--- config.mk ---
export PLATFORM = sky130hd
export DESIGN_NAME = lsu_ahb_master
export DESIGN_NICKNAME = d
export VERILOG_FILES = /design/src/rtl/ahb_pkg.sv /design/src/rtl/lsu_wbuf_fifo.sv /design/src/rtl/lsu_ahb_master.sv
export SDC_FILE = /design/constraint.sdc
export NUM_CORES = 1
export LEC_CHECK = 0
export ABC_CLOCK_PERIOD_IN_PS = 12700
export CAP_MARGIN = 20
export CORE_ASPECT_RATIO = 1.2
export CORE_MARGIN = 2
export CORE_UTILIZATION = 45
export CTS_CLUSTER_SIZE = 10
export DETAILED_ROUTE_END_ITERATION = 7
export PLACE_DENSITY = 0.86
export SLEW_MARGIN = 40
export SYNTH_ARGS = -nofsm -noshare
export SYNTH_HDL_FRONTEND = slang
export SYNTH_HIERARCHICAL = 1
export SYNTH_SLANG_ARGS = --single-unit
--- constraint.sdc ---
create_clock -name clk -period 12.7 [get_ports clk]
set_input_delay 2.54 -clock clk [delete_from_list [all_inputs] [get_ports clk]]
set_output_delay 2.54 -clock clk [all_outputs]
set_load 0.02 [all_outputs]
--- src/rtl/ahb_pkg.sv ---
// Shared AHB-Lite encodings and helpers for the LSU data-side bus master.
package ahb_pkg;

  typedef enum logic [1:0] {
    HTRANS_IDLE   = 2'b00,
    HTRANS_BUSY   = 2'b01,
    HTRANS_NONSEQ = 2'b10,
    HTRANS_SEQ    = 2'b11
  } htrans_e;

  localparam logic [2:0] HBURST_SINGLE = 3'b000;
  localparam logic [2:0] HSIZE_BYTE    = 3'b000;
  localparam logic [2:0] HSIZE_HALF    = 3'b001;
  localparam logic [2:0] HSIZE_WORD    = 3'b010;
  localparam logic [3:0] HPROT_DATA    = 4'b0001;

  // Size 3 has no legal encoding on a 32-bit bus, so it is reported as misaligned.
  function automatic logic is_misaligned(input logic [1:0] size, input logic [1:0] addr_lo);
    logic mis;
    case ({1'b0, size})
      HSIZE_BYTE: mis = 1'b0;
      HSIZE_HALF: mis = addr_lo[0];
      HSIZE_WORD: mis = (addr_lo != 2'b00);
      default:    mis = 1'b1;
    endcase
    return mis;
  endfunction

endpackage

--- src/rtl/lsu_wbuf_fifo.sv ---
// Synchronous posted-write FIFO; head entry is visible combinationally on rdata_o.
module lsu_wbuf_fifo #(
  parameter int unsigned WIDTH = 8,
  parameter int unsigned DEPTH = 2
) (
  input  logic             clk,
  input  logic             rst,
  input  logic             push_i,
  input  logic [WIDTH-1:0] wdata_i,
  input  logic             pop_i,
  output logic [WIDTH-1:0] rdata_o,
  output logic             full_o,
  output logic             empty_o
);

  localparam int unsigned PTR_W = (DEPTH > 1) ? $clog2(DEPTH) : 1;
  localparam int unsigned CNT_W = $clog2(DEPTH + 1);

  logic [WIDTH-1:0] mem_q [DEPTH];
  logic [PTR_W-1:0] wr_ptr_q, wr_ptr_d, rd_ptr_q, rd_ptr_d;
  logic [CNT_W-1:0] cnt_q, cnt_d;
  logic             do_push, do_pop;

  function automatic logic [PTR_W-1:0] ptr_inc(input logic [PTR_W-1:0] p);
    return (p == PTR_W'(DEPTH - 1)) ? '0 : p + PTR_W'(1);
  endfunction

  assign full_o  = (cnt_q == CNT_W'(DEPTH));
  assign empty_o = (cnt_q == '0);
  assign rdata_o = mem_q[rd_ptr_q];

  // A push into a full FIFO is legal only when the head leaves in the same cycle.
  assign do_pop  = pop_i & ~empty_o;
  assign do_push = push_i & (~full_o | do_pop);

  always_comb begin
    wr_ptr_d = wr_ptr_q;
    rd_ptr_d = rd_ptr_q;
    cnt_d    = cnt_q + CNT_W'(do_push) - CNT_W'(do_pop);
    if (do_push) wr_ptr_d = ptr_inc(wr_ptr_q);
    if (do_pop)  rd_ptr_d = ptr_inc(rd_ptr_q);
  end

  always_ff @(posedge clk) begin
    if (rst) begin
      wr_ptr_q <= '0;
      rd_ptr_q <= '0;
      cnt_q    <= '0;
    end else begin
      wr_ptr_q <= wr_ptr_d;
      rd_ptr_q <= rd_ptr_d;
      cnt_q    <= cnt_d;
    end
  end

  always_ff @(posedge clk) begin
    if (do_push) mem_q[wr_ptr_q] <= wdata_i;
  end

endmodule

--- src/rtl/lsu_ahb_master.sv ---
// AHB-Lite data-side master for the LSU: posted-write buffer, pipelined writes,
// loads issued only once all earlier stores have left the bus.
module lsu_ahb_master
  import ahb_pkg::*;
#(
  parameter int unsigned ADDR_W     = 32,
  parameter int unsigned DATA_W     = 32,
  parameter int unsigned WBUF_DEPTH = 2
) (
  input  logic              clk,
  input  logic              rst,
  input  logic              req_i,
  input  logic              we_i,
  input  logic [1:0]        size_i,
  input  logic [ADDR_W-1:0] addr_i,
  input  logic [DATA_W-1:0] wdata_i,
  output logic              gnt_o,
  output logic              stallreq_o,
  output logic              rvalid_o,
  output logic [DATA_W-1:0] rdata_o,
  output logic              lerr_o,
  output logic              werr_o,
  output logic              wbuf_empty_o,
  output logic [ADDR_W-1:0] haddr_o,
  output logic [1:0]        htrans_o,
  output logic              hwrite_o,
  output logic [2:0]        hsize_o,
  output logic [2:0]        hburst_o,
  output logic [3:0]        hprot_o,
  output logic              hmastlock_o,
  output logic [DATA_W-1:0] hwdata_o,
  input  logic [DATA_W-1:0] hrdata_i,
  input  logic              hready_i,
  input  logic              hresp_i
);

  localparam int unsigned ENTRY_W = ADDR_W + 2 + DATA_W;

  if (DATA_W != 32) begin : g_bad_data_w
    $error("lsu_ahb_master: DATA_W must be 32");
  end
  if (WBUF_DEPTH < 1 || WBUF_DEPTH > 8) begin : g_bad_depth
    $error("lsu_ahb_master: WBUF_DEPTH must be in 1..8");
  end

  logic               fifo_full, fifo_empty, fifo_pop_c;
  logic [ENTRY_W-1:0] fifo_head;
  logic [ADDR_W-1:0]  head_addr;
  logic [1:0]         head_size;
  logic [DATA_W-1:0]  head_wdata;

  logic               dp_valid_q, dp_valid_d, dp_write_q, dp_write_d;
  logic [DATA_W-1:0]  dp_wdata_q, dp_wdata_d;
  logic               rvalid_q, rvalid_d, lerr_q, lerr_d, werr_q, werr_d;
  logic [DATA_W-1:0]  rdata_q, rdata_d;

  logic mis_c, ld_req_c, st_req_c, err_cancel_c, rd_dp_c, rd_done_c, wr_err_c;
  logic load_ok_c, mis_ld_gnt_c, st_gnt_c, mis_st_gnt_c, issue_c, acc_c;

  lsu_wbuf_fifo #(.WIDTH(ENTRY_W), .DEPTH(WBUF_DEPTH)) u_wbuf (
    .clk     (clk),
    .rst     (rst),
    .push_i  (st_gnt_c),
    .wdata_i ({addr_i, size_i, wdata_i}),
    .pop_i   (fifo_pop_c),
    .rdata_o (fifo_head),
    .full_o  (fifo_full),
    .empty_o (fifo_empty)
  );

  assign head_addr  = fifo_head[ENTRY_W-1 -: ADDR_W];
  assign head_size  = fifo_head[DATA_W +: 2];
  assign head_wdata = fifo_head[DATA_W-1:0];

  // Request classification and grant.
  assign mis_c        = is_misaligned(size_i, addr_i[1:0]);
  assign ld_req_c     = req_i & ~we_i;
  assign st_req_c     = req_i & we_i;
  assign err_cancel_c = dp_valid_q & hresp_i;
  assign rd_dp_c      = dp_valid_q & ~dp_write_q;
  assign rd_done_c    = rd_dp_c & hready_i;
  assign wr_err_c     = dp_valid_q & dp_write_q & hready_i & hresp_i;
  assign load_ok_c    = ld_req_c & ~mis_c & fifo_empty & ~dp_valid_q & hready_i;
  assign mis_ld_gnt_c = ld_req_c & mis_c & ~rd_dp_c;
  assign st_gnt_c     = st_req_c & ~mis_c & ~fifo_full;
  assign mis_st_gnt_c = st_req_c & mis_c & ~wr_err_c;
  assign gnt_o        = st_gnt_c | mis_st_gnt_c | load_ok_c | mis_ld_gnt_c;
  assign stallreq_o   = req_i & ~gnt_o;

  // Address phase: buffered stores drain ahead of any load.
  assign issue_c    = (~fifo_empty | load_ok_c) & ~err_cancel_c;
  assign acc_c      = issue_c & hready_i;
  assign fifo_pop_c = acc_c & ~fifo_empty;

  always_comb begin
    htrans_o = HTRANS_IDLE;
    haddr_o  = '0;
    hwrite_o = 1'b0;
    hsize_o  = HSIZE_BYTE;
    if (!fifo_empty) begin
      haddr_o  = head_addr;
      hwrite_o = 1'b1;
      hsize_o  = {1'b0, head_size};
    end else if (load_ok_c) begin
      haddr_o  = addr_i;
      hsize_o  = {1'b0, size_i};
    end
    if (issue_c) htrans_o = HTRANS_NONSEQ;
  end

  assign hburst_o     = HBURST_SINGLE;
  assign hprot_o      = HPROT_DATA;
  assign hmastlock_o  = 1'b0;
  assign hwdata_o     = dp_wdata_q;
  assign rvalid_o     = rvalid_q;
  assign rdata_o      = rdata_q;
  assign lerr_o       = lerr_q;
  assign werr_o       = werr_q;
  assign wbuf_empty_o = fifo_empty & ~(dp_valid_q & dp_write_q);

  // Data-phase tracking advances only when the current data phase completes.
  always_comb begin
    dp_valid_d = dp_valid_q;
    dp_write_d = dp_write_q;
    dp_wdata_d = dp_wdata_q;
    if (hready_i) begin
      dp_valid_d = acc_c;
      dp_write_d = fifo_pop_c;
      if (fifo_pop_c) dp_wdata_d = head_wdata;
    end
    rvalid_d = rd_done_c | mis_ld_gnt_c;
    lerr_d   = (rd_done_c & hresp_i) | mis_ld_gnt_c;
    rdata_d  = (rd_done_c & ~hresp_i) ? hrdata_i : '0;
    werr_d   = wr_err_c | mis_st_gnt_c;
  end

  always_ff @(posedge clk) begin
    if (rst) begin
      dp_valid_q <= 1'b0;
      dp_write_q <= 1'b0;
      dp_wdata_q <= '0;
      rvalid_q   <= 1'b0;
      lerr_q     <= 1'b0;
      rdata_q    <= '0;
      werr_q     <= 1'b0;
    end else begin
      dp_valid_q <= dp_valid_d;
      dp_write_q <= dp_write_d;
      dp_wdata_q <= dp_wdata_d;
      rvalid_q   <= rvalid_d;
      lerr_q     <= lerr_d;
      rdata_q    <= rdata_d;
      werr_q     <= werr_d;
    end
  end

endmodule

==> summary.md <==
| Metric | Value |
|---|---|
| Initial DRC count | 348 |
| Crit Path Class | input pin to primary output |
| Nets | 895 |
| Clock transition at path regs | 60 ps |
| DRT antenna net count | 0 |
| Synthesized area | 8035 µm² |
| Critical path's top delay family | buffers and inverters |
| Power per cell area | 130.2 nW/µm² |
| Number of port buffers | 209 |
| RSZ-0062 raised after global routing | no |
| Most used cell, CP | clkdlybuf4s50_1 |
| Slew Limit Fails | 0 |
| Total wire length | 18440 µm |
| Rel. slew slack | 49.92% |
| Root Driver | clkbuf_16 |
| Cell variety after synth | 41 |
| DIE WIDTH | 126.0 µm |
| Skew final | 14.04 ps |
| Setup_tns | 0 ps |
| Reg2reg start | u_wbuf/cnt_q[0] |
| Gpl congestion | 0.7569 |
| Status | complete, no violations |
| Area of the multi-input gates | 2325 µm² |
| Post-layout min period | 7405 ps |
| Die area | 18950 µm² |
| Post-CTS setup buffers | 0 |
| Max rail drop VDD | 109.9 µV |
| Clock buffer depth | 3 |
| Max cap viols | 0 |
| Total number of vias | 5395 |
| Core area | 17510 µm² |
| Max frequency | 0.1350 GHz |
| Via density | 5.253 |
| Crit path required time | 10160 ps |
| Worst hold start | hwdata_o[5] |
| Hold Vio Cnt, Final | 0 |
| Later-pin clock latency in the skew report | 500 ps |
| All-Layer GR Usage | 18.94% |
| Initial antenna violation count | 0 |
| CP startpoint kind | input pin |
| Largest net degree at the start of global routing | 51 |
| Commonest non-fill, non-tap cell in the layout | clkdlybuf4s50_1 |
| Synthesized flop and latch total | 206 |
| Max Fanout on Critical Path | 23 |
| First-pass GRT wire length | 28460 µm |
| Inserted Diodes | 0 |
| CTS resizes | 0 |
| Endpoint class of the critical path | primary output |
| Most frequent cells in the layout | clkdlybuf4s50_1, edfxtp_1, dfxtp_1 |
| Mapped Cells | 586 |
| Crit-path slowest cell | clkdlybuf4s50_1 |
| Leakage power | 0.003781 µW |
| Seq/Total Area, Yosys | 67.77% |
| H-Tree Depth | 1 |
| Grt ovf | 0 |
| CP max stage delay | 630 ps |
| DRT Pass-1 Iters | 4 |
| Setup-failing EPs final | 0 |
| Routed length per placed instance | 17.96 µm |
| Site row count | 53 |
| CP cell instances | clkdlybuf4s50_1, nor3b_4, o211ai_4, buf_16, o2bb2ai_1, clkdlybuf4s50_1 |
| DRC | 0 |
| Hold buffers post-CTS | 0 |
| Tcrit/Tclk final | 58.31% |
| Layout fillers | 1334 |
| Worst hold slack | 475.5 ps |
| Top-Level Pins | 220 |
| Least-Margin Pin Slew | 751.3 ps |
| Starting density of the core | 45.90% |
| Post-Syn Area per Cell | 13.71 µm² |
| CTS tree | built |
| TritonCTS Buffers | 24 |
| Hold/Removal Path Class | register to register |
| Area grow syn2layout | 37.14% |
| DP Wirelength | 11920 µm |
| Height of the die | 150.4 µm |
| Ys Warns | 6 |
| Num Clock Sinks | 206 |
| Critical Path Start | hready_i |
| Buffers and inverters on the worst path | 3 |
| Register area | 5449 µm² |
| Ratio of cells with drive above 1 in the final layout | 8.798% |
| Critical path arrival | 4860 ps |
| Vias in the first global route | 5581 |
## power by group
group	internal, µW	total [µW]	switching, µW
Combinational	46.8	88.7	41.9
Sequential	724	726	2.70
Clock	376	620	244
Total	1150	1440	288
## area by class of cell
type / instances / share of cell area, %
Tap cell: 220 / 2.498
Inverter: 5 / 0.1703
Timing Repair Buffer: 220 / 20.30
Multi-Input combinational cell: 333 / 21.10
Clock buffer: 43 / 6.483
Sequential cell: 206 / 49.45
## synthesized netlist by cell type, drive strengths merged
master / n / area share, %
a211o: 1 / 0.11
a21o: 1 / 0.093
a21oi: 38 / 2.4
a31oi: 1 / 0.078
and2: 33 / 2.6
and4: 1 / 0.11
and4bb: 1 / 0.16
buf: 29 / 2.8
clkbuf: 21 / 1.0
clkinv: 1 / 0.047
conb: 2 / 0.093
dfxtp: 74 / 18
edfxtp: 132 / 49
ha: 1 / 0.16
inv: 4 / 0.19
mux2: 68 / 9.6
nand2: 38 / 1.8
nand2b: 5 / 0.39
nand3: 34 / 2.1
nand3b: 1 / 0.093
nor2: 10 / 0.47
nor2b: 5 / 0.39
nor3: 2 / 0.19
nor3b: 1 / 0.23
o211ai: 1 / 0.26
o21a: 1 / 0.093
o21ai: 37 / 2.4
o22ai: 5 / 0.39
o2bb2ai: 34 / 3.7
or2b: 1 / 0.093
or3b: 1 / 0.11
xor2: 2 / 0.22
## layer usage
metal | vias up | share of wire [%] | routed length [µm] | GRT usage [%]
met5 | - | 0 | 0 | 0
met4 | 0 | 3.1 | 574 | 6.923
met3 | 44 | 6.2 | 1139 | 3.909
met2 | 191 | 52 | 9533 | 34.44
met1 | 2616 | 39 | 7193 | 22.15
li1 | 2544 | - | - | -
## cell families after synthesis
| logic type | count (synthesis) | share of synthesized area (%) |
|---|---|---|
| flops | 206 | 67.77 |
| simple gates | 133 | 8.689 |
| xor+xnor | 2 | 0.2180 |
| buf+inv | 55 | 4.002 |
| other cells | 2 | 0.09346 |
| fa+ha+maj | 1 | 0.1557 |
| compound gates | 119 | 9.499 |
| mux | 68 | 9.576 |
## path summary, 6_finish.rpt
kind                              end  slack, ps  cells past startpoint
setup / recovery           haddr_o[6]       5300                      6
setup reg to reg  u_wbuf/mem_q[1][57]       9610                      7
hold reg to reg           hwdata_o[5]        480                      2
hold / removal            hwdata_o[5]        480                      2
## worst reg2reg max path: stages, from the launching register on
cell,delay (ps)
dfxtp_1,480
nand2b_1,190
inv_1,50
nor2b_1,200
nor2b_1,390
o21ai_2,200
nor2_4,460
buf_4,720
## flip-flops by register name, indices dropped and copies added, names as in the netlist, named ones only
name             count
hwdata_o            32
u_wbuf/wr_ptr_q      1
dp_valid_q           1
u_wbuf/rd_ptr_q      1
rdata_o             32
dp_write_q           1
werr_o               1
u_wbuf/cnt_q         2
rvalid_o             1
u_wbuf/mem_q       132
lerr_o               1
## stage by stage
step / cells / util (%) / setup WS [ps] / total power [µW] / area (µm²)
after floorplan: 594 / - / 5945 / 776.2 / 8065
after global placement: 980 / 58.30 / 5281 / 825.2 / 10210
after detailed placement: 984 / 58.86 / 5269 / 828.9 / 10300
after CTS: 1027 / 62.94 / 5267 / 1449 / 11020
after global routing: 1027 / 62.94 / 5139 / 1477 / 11020
final: 1027 / 62.94 / 5295 / 1435 / 11020
Power figures use the tool's default switching activity.
